--- src/rtl/rr_pick.sv ---
// Round-robin selector: the first eligible channel strictly after `last`,
// searching upward and wrapping at n_ch.
module rr_pick #(
    parameter  int unsigned n_ch = 4,
    localparam int unsigned cw   = $clog2(n_ch)
) (
    input  logic [n_ch-1:0] eligible,
    input  logic [cw-1:0]   last,
    output logic            valid,
    output logic [cw-1:0]   idx
);

    function automatic logic [cw-1:0] offset_idx(input logic [cw-1:0] base, input int unsigned off);
        return cw'((32'(base) + off) % n_ch);
    endfunction

    // Walk the search order backwards so the nearest eligible channel is the last write.
    always_comb begin
        valid = 1'b0;
        idx   = last;
        for (int unsigned off = n_ch; off > 0; off--) begin
            if (eligible[offset_idx(last, off)]) begin
                valid = 1'b1;
                idx   = offset_idx(last, off);
            end
        end
    end

endmodule

--- src/rtl/tx_arb_rr.sv ---
// Round-robin Tx arbiter: merges n_ch packet clients onto one transmitter port
// and flags packets whose strobed byte count differs from the requested length.
module tx_arb_rr #(
    parameter  int unsigned n_ch     = 4,
    parameter  int unsigned jumbo_dw = 14,
    localparam int unsigned cw       = $clog2(n_ch)
) (
    input  logic                     clk,
    input  logic                     rst,
    input  logic [n_ch-1:0]          en,
    input  logic [n_ch-1:0]          req,
    input  logic [n_ch*jumbo_dw-1:0] length,
    input  logic [n_ch*8-1:0]        data_tx,
    output logic [n_ch-1:0]          ack,
    output logic [n_ch-1:0]          strobe,
    output logic [n_ch-1:0]          warn,
    output logic                     out_req,
    output logic [jumbo_dw-1:0]      out_len,
    input  logic                     out_ack,
    input  logic                     out_strobe,
    input  logic                     out_warn,
    output logic [7:0]               out_data,
    output logic [cw-1:0]            grant,
    output logic [n_ch-1:0]          len_err,
    output logic [15:0]              pkt_cnt
);

    localparam logic [1:0] S_IDLE = 2'd0;
    localparam logic [1:0] S_REQ  = 2'd1;
    localparam logic [1:0] S_XFER = 2'd2;

    logic [1:0]          state;
    logic [jumbo_dw-1:0] len_ch  [n_ch];
    logic [7:0]          data_ch [n_ch];
    logic                pick_valid;
    logic [cw-1:0]       pick_idx;
    logic [jumbo_dw-1:0] byte_cnt;
    logic [jumbo_dw-1:0] lat_len;
    logic                seen_strobe;

    for (genvar g = 0; g < n_ch; g++) begin : g_ch
        assign len_ch[g]  = length[g*jumbo_dw +: jumbo_dw];
        assign data_ch[g] = data_tx[g*8 +: 8];
    end

    rr_pick #(.n_ch(n_ch)) u_pick (
        .eligible (req & en),
        .last     (grant),
        .valid    (pick_valid),
        .idx      (pick_idx)
    );

    always_ff @(posedge clk or posedge rst) begin
        if (rst) begin
            state       <= S_IDLE;
            grant       <= cw'(n_ch - 1);
            out_req     <= 1'b0;
            out_len     <= '0;
            byte_cnt    <= '0;
            lat_len     <= '0;
            seen_strobe <= 1'b0;
            len_err     <= '0;
            pkt_cnt     <= '0;
        end else begin
            case (state)
                S_IDLE: begin
                    if (pick_valid) begin
                        grant   <= pick_idx;
                        out_req <= 1'b1;
                        out_len <= len_ch[pick_idx];
                        state   <= S_REQ;
                    end
                end
                S_REQ: begin
                    // An accept in the same cycle as a withdrawal still commits the packet.
                    if (out_ack) begin
                        out_req     <= 1'b0;
                        out_len     <= '0;
                        lat_len     <= len_ch[grant];
                        byte_cnt    <= '0;
                        seen_strobe <= 1'b0;
                        state       <= S_XFER;
                    end else if (!(req[grant] && en[grant])) begin
                        out_req <= 1'b0;
                        out_len <= '0;
                        state   <= S_IDLE;
                    end
                end
                S_XFER: begin
                    if (out_strobe) begin
                        seen_strobe <= 1'b1;
                        if (byte_cnt != '1) byte_cnt <= byte_cnt + jumbo_dw'(1);
                    end else if (seen_strobe) begin
                        pkt_cnt <= pkt_cnt + 16'd1;
                        if (byte_cnt != lat_len) len_err[grant] <= 1'b1;
                        state <= S_IDLE;
                    end
                end
                default: state <= S_IDLE;
            endcase
        end
    end

    // Zero-latency handshake forwarding, gated by state so reset silences it.
    always_comb begin
        ack      = '0;
        strobe   = '0;
        warn     = '0;
        out_data = '0;
        if (state == S_REQ) ack[grant] = out_ack;
        if (state == S_XFER) begin
            strobe[grant] = out_strobe;
            warn[grant]   = out_warn;
            out_data      = data_ch[grant];
        end
    end

endmodule

--- config.mk ---
export PLATFORM = sky130hd
export DESIGN_NAME = tx_arb_rr
export DESIGN_NICKNAME = d
export VERILOG_FILES = /design/src/rtl/rr_pick.sv /design/src/rtl/tx_arb_rr.sv
export SDC_FILE = /design/constraint.sdc
export NUM_CORES = 1
export LEC_CHECK = 0
export BUFFER_PORTS_ARGS = -buffer_cell sky130_fd_sc_hd__buf_2
export CORE_MARGIN = 10
export CORE_UTILIZATION = 45
export CTS_BUF_LIST = sky130_fd_sc_hd__clkbuf_4 sky130_fd_sc_hd__clkbuf_8 sky130_fd_sc_hd__clkbuf_16
export DETAILED_ROUTE_END_ITERATION = 12
export HOLD_SLACK_MARGIN = 0.08
export PLACE_DENSITY = 0.76
export SETUP_SLACK_MARGIN = 0.4
export SLEW_MARGIN = 20
export SYNTH_ARGS = -nofsm -noshare
export SYNTH_HDL_FRONTEND = slang
export SYNTH_SLANG_ARGS = --single-unit
--- constraint.sdc ---
create_clock -name clk -period 2.6 [get_ports clk]
set_clock_uncertainty 0.1 [all_clocks]
set_input_delay 0.65 -clock clk [delete_from_list [all_inputs] [get_ports clk]]
set_output_delay 0.65 -clock clk [all_outputs]
set_load 0.01 [all_outputs]
; ---- Yosys cells after proc, flatten, opt, wreduce, memory -nomap -nowiden
; Index checks and enable logic that the tools add are counted.
[totals]
regBits = 68
in_bits = 101
out_inout_bits = 57
elab_cells = 111
[classes]
n_addsub = 6
n_lt_le_gt_ge = 8
n_eq_ne = 11
n_mux = 56
bitwise_logic = 8
reduce_logical = 13
[ops]
columns = cell, n
row1 = 14-bit 2-to-1 mux, 10
row2 = 14-bit binary-select mux with 2-bit select, 2
row3 = 14-bit one-hot mux with 2 select lines, 2
row4 = 8-bit 2-to-1 mux, 3
row5 = 2-bit 2-to-1 mux, 9
row6 = 16-bit by 1-bit adder with 16-bit output (second input constant), 1
row7 = 4-bit bitwise AND, 4
row8 = 8-bit binary-select mux with 2-bit select, 1
row9 = 1-bit 2-to-1 mux, 16
row10 = 2-bit by 3-bit < comparator with 1-bit output (second input constant), 5
row11 = 14-bit by 1-bit adder with 14-bit output (second input constant), 1
row12 = 14-bit inequality test, 1
row13 = 14-bit inequality test (second input constant), 1
row14 = 1-bit binary-select mux with 2-bit select, 6
row15 = 4-bit 2-to-1 mux, 3
row16 = 2-bit inequality test (second input constant), 6
row17 = 4-bit AND reduction, 3
row18 = 3-bit AND reduction, 3
row19 = 3-bit >= comparator (second input constant), 2
row20 = 2-bit NOT with 3-bit output, 2
row21 = 2-bit one-hot mux with 3 select lines, 1
row22 = 2-bit by 1-bit adder with 2-bit output (second input constant), 2
row23 = 2-bit adder (second input constant), 2
row24 = 4-bit bitwise OR, 1
row25 = 11 further kinds, 15

; ---- Depth between registers and ports, before layout
[depth]
ltp_word = 13
mapped_depth = 9
depth_no_buf = 7

; ---- By module
; Synthesis repeated with hierarchy kept, for this count alone.
[hier_totals]
hier_cells = 392
hier_area_um2 = 4413.0
[modules_own_cells]
columns = module, n_inst, cells_per_inst, area_each_um2, seq_area_each_um2
row1 = tx_arb_rr, 1, 378, 4330.4, 1704.1
row2 = rr_pick, 1, 14, 82.6, 0.0

; ---- Least setup slack after synthesis
; No wires, ideal clock.
[synth_timing]
path_kind = register -> register
from = register grant[1]
to = register out_len[5]
setup_ps = 143
t_arrival_ps = 2633
required_ps = 2357
slack_ps = -276
path_stages_with_launch = 10
n_path_buf = 2
period_less_slack_ps = 2876
path_cell_list = dfstp_2 buf_2 inv_1 ha_1 mux4_2 o221ai_4 xnor2_4 buf_6 mux2i_1 o221ai_1
[synth_via]
elab_chain_cells = 13
word_cells_on_any_way = 34
classes_between = add/sub (4) / eq/ne (2) / mux (25) / bitwise (1) / reduce/logical (2)
[synth_lines]
columns = element, line
row1 = start: declaration, tx_arb_rr.sv:23  ; output logic [cw-1:0] grant,
row2 = start signal: assignment, tx_arb_rr.sv:56  ; grant <= cw'(n_ch - 1);
row3 = start signal: assignment, tx_arb_rr.sv:68  ; grant <= pick_idx;
row4 = 2-bit by 1-bit adder with 2-bit output, rr_pick.sv:14  ; return cw'((32'(base) + off) % n_ch);
row5 = 1-bit binary-select mux with 2-bit select, rr_pick.sv:22  ; if (eligible[offset_idx(last, off)]) begin
row6 = 1-bit 2-to-1 mux (implied by the code), rr_pick.sv:22
row7 = 2-bit 2-to-1 mux (4 in series), rr_pick.sv:22
row8 = 2-bit NOT with 3-bit output (implied by the code), tx_arb_rr.sv:70  ; out_len <= len_ch[pick_idx];
row9 = 14-bit binary-select mux with 2-bit select, tx_arb_rr.sv:70
row10 = 14-bit 2-to-1 mux (implied by the code) (2 in series), tx_arb_rr.sv:70
row11 = 14-bit 2-to-1 mux, tx_arb_rr.sv:67  ; if (pick_valid) begin
row12 = 14-bit one-hot mux with 2 select lines, tx_arb_rr.sv:65  ; case (state)
row13 = end signal: assignment, tx_arb_rr.sv:70
row14 = end: declaration, tx_arb_rr.sv:18  ; output logic [jumbo_dw-1:0] out_len,
; Several ways; a longest one is shown, not always the timed one. The select of a mux whose other input is x is not followed.
; A chain may end at the register's enable or synchronous reset.

; ---- Worst setup path in the final report
[layout_timing]
from = register grant[0]
to = register out_len[8]
; The elaborated chain is that of the path after synthesis.

==> run metrics <==
CORE AREA 0.009328 sq mm; FP Rows 35; Async SR Flop Fraction 1.000; global-route wire length before repair 22,050 um; Initial Util 0.4652; Max Cap Viol 0; clock share of power 0.125; Syn Area/Cell 10.46 sq um; data arrival time of the critical path 2770 ps; RSZ-0062 raised after global routing yes; Die ar. 0.01397 sq mm; DRT Pass-1 Iters 5; clk slew on worst S/H paths 90 ps; final setup TNS -483.4 ps; most common cell in the synthesized netlist nand2_1; Switching Fraction 0.3904; Max Clk Rate 376.1 MHz; drt total wl 14,060 um; cts hold-fix bufs 0; num ports 158; Finished Cell Area 0.006078 sq mm; final hold viol count 0; Vias/cell 5.650; Worst VDD drop 0.7903 mV; # DRC 0; Clock Tree Buf Depth 2; layout cells sized above 1 0.4595; Die W 118.2 um; #FFs+latches synth 68; global-route total usage across every layer 0.1892; hold_ws 286.3 ps; max-slew violation count 0; most common library cells after synthesis nand2_1 (76), dfrtp_1 (66), mux2i_1 (29), mux4_2 (24), xnor2_1 (23); Die H 118.2 um; Gate power share 0.641; post-route insts no fill 734; placed cells 700; yosys warns 0; Worst Slack Setup Final -58.56 ps; Mapped Nets 522; Num CTS Buffers 9; Leakage 0.003000 uW; Primary FF master, synth dfrtp_1; P&R area growth vs syn 40.08%; TritonCTS clock tree yes; Crit Reg-Reg Startpoint grant[0]$_DFFE_PP1P_; Cell Area, Synth 0.004339 sq mm; post-route minimum period 2659 ps; CTS Sinks 68; DRT antenna net count 0; routability cong. 0.8896; period utilization 1.023; vias in the first global route 4,509; Buffers on Ports 157; count of nets after finishing 707; clk_lat worst skew 360 ps; HP Class in2async; worst slew pin tran 661.5 ps; routed vias 4,147; outcome finished, violations left; Int Pwr 4392 uW; Worst Setup SP grant[0]$_DFFE_PP1P_; Critical Path Sink Type flip-flop; WL/cell 19.15 um; setup violators final 17; synth top area cells dfrtp_1 (38%), mux4_2 (12%), mux2i_1 (6.7%); placed instance area 0.005389 sq mm; switching power 2812 uW; First DRT Iteration DRCs 268; Seq/Total Area, Yosys 0.3927; GR Overflow Total 0; initial antenna violation count 0; Syn Inst Count 415; share of the synthesized area in the top cell type 0.3806; Post-synth EDFFs 0; Antenna Cells 0; failing checks negative setup slack; startpoint type of the worst setup path flip-flop; DP HPWL 10,360 um; H-Tree Depth 3; sequential share of power 0.234; slew margin rel. 0.5581; largest net degree at the start of global routing 29; Yosys cell types 51; crit-path max FO 6; WP data required 2710 ps; Setup CP Type reg2reg; Root Buffer clkbuf_8; post-synth top area cell dfrtp_1; Cell Pwr Density 1185 mW/mm^2
flip-flops by register name, summed over array words and instances, names as in the netlist:
signal       flops
byte_cnt        14
grant            2
lat_len         14
len_err          4
out_len         14
out_req          1
pkt_cnt         16
seen_strobe      1
state            2
power groups by stage:
stage | clock (uW) | sequential, uW | combinational [uW]
floorplan | 0 | 1690 | 2470
global placement | 0 | 1660 | 3350
global route | 960 | 1720 | 4930
detailed placement | 0 | 1670 | 3450
CTS | 908 | 1660 | 4240
finish | 900 | 1680 | 4620
critical path, cell delays in order (launching register included):
cell and delay [ps]:
dfstp_2 590, buf_6 120, inv_6 40, ha_4 260
mux4_2 320, o221ai_4 230, xnor2_4 200, buf_6 170
buf_16 120, mux2i_1 210, o221ai_1 140
cell type report:
type / instances / area [sq um]
multi-input combinational: 317 / 2638
clock inverter: 7 / 75.07
clock buffer: 9 / 123.9
sequential: 68 / 1709
timing repair buffer: 196 / 1330
fill: 731 / 3249
inverter: 8 / 41.29
tap: 129 / 161.4
layer usage:
metal  routed length [um]  GRT usage  vias to the layer above
met3                 1507    0.07663                       24
met5                    0          0                        -
met4                  219    0.08037                        0
met2                 6998     0.3178                      246
li1                     -          -                     1896
met1                 5331     0.2072                     1981
cell usage in the layout (no fill, tap or decap), types with 5 or more instances in the layout:
cell	n
buf_2	144
nand2_1	76
dfrtp_1	62
mux2i_1	28
mux4_2	24
xnor2_1	23
buf_6	21
buf_4	21
o221ai_1	14
xor2_1	13
and3_1	12
a21oi_1	12
nor2_1	12
nand4_1	10
nand3_1	9
clkbuf_8	9
and3_4	7
and2_4	7
a21o_1	6
buf_12	6
inv_1	5
and2_1	5
o21ai_0	5
kinds of logic after synthesis:
family                     count (synthesis)  synth area share
buffers and inverters                     30           0.03057
DFF                                       68            0.3927
and+or+nand+nor                          161            0.1843
adders and majority gates                  6           0.01730
xor gates and xnor gates                  37           0.07901
AOI/OAI and AO/OA                         58           0.09948
muxes                                     55            0.1967
per-stage QoR:
stage                     setup slack [ps]    util  total power [uW]
after floorplan                     -11.28       -              4159
after CTS                           -54.46  0.6280              6813
final                               -58.56  0.6516              7204
after global routing                -146.3  0.6516              7607
after global placement               92.43  0.5777              5015
after detailed placement            -32.42  0.5777              5125
path summary, 6_finish.rpt:
kind	end	slack, ps	cells after the start
worst max-delay path	out_len[8]$_DFFE_PP0P_	-60	10
worst min-delay path	byte_cnt[1]$_DFFE_PP0P_	290	2
worst max register to register	out_len[8]$_DFFE_PP0P_	-60	10
worst min register to register	len_err[3]$_DFFE_PP0P_	360	1
max in group asynchronous	byte_cnt[10]$_DFFE_PP0P_	1470	3
min in group clk	len_err[3]$_DFFE_PP0P_	360	1
timing repair:
action                                  CTS  global route
endpoints found under the setup margin   35            47
cloned                                    2             1
endpoints found under the hold margin     0             0
buffers inserted                         10             5
pin swaps                                 4            11
gates resized for setup                  29            36
Note: power is estimated with default switching activity, not from simulation.
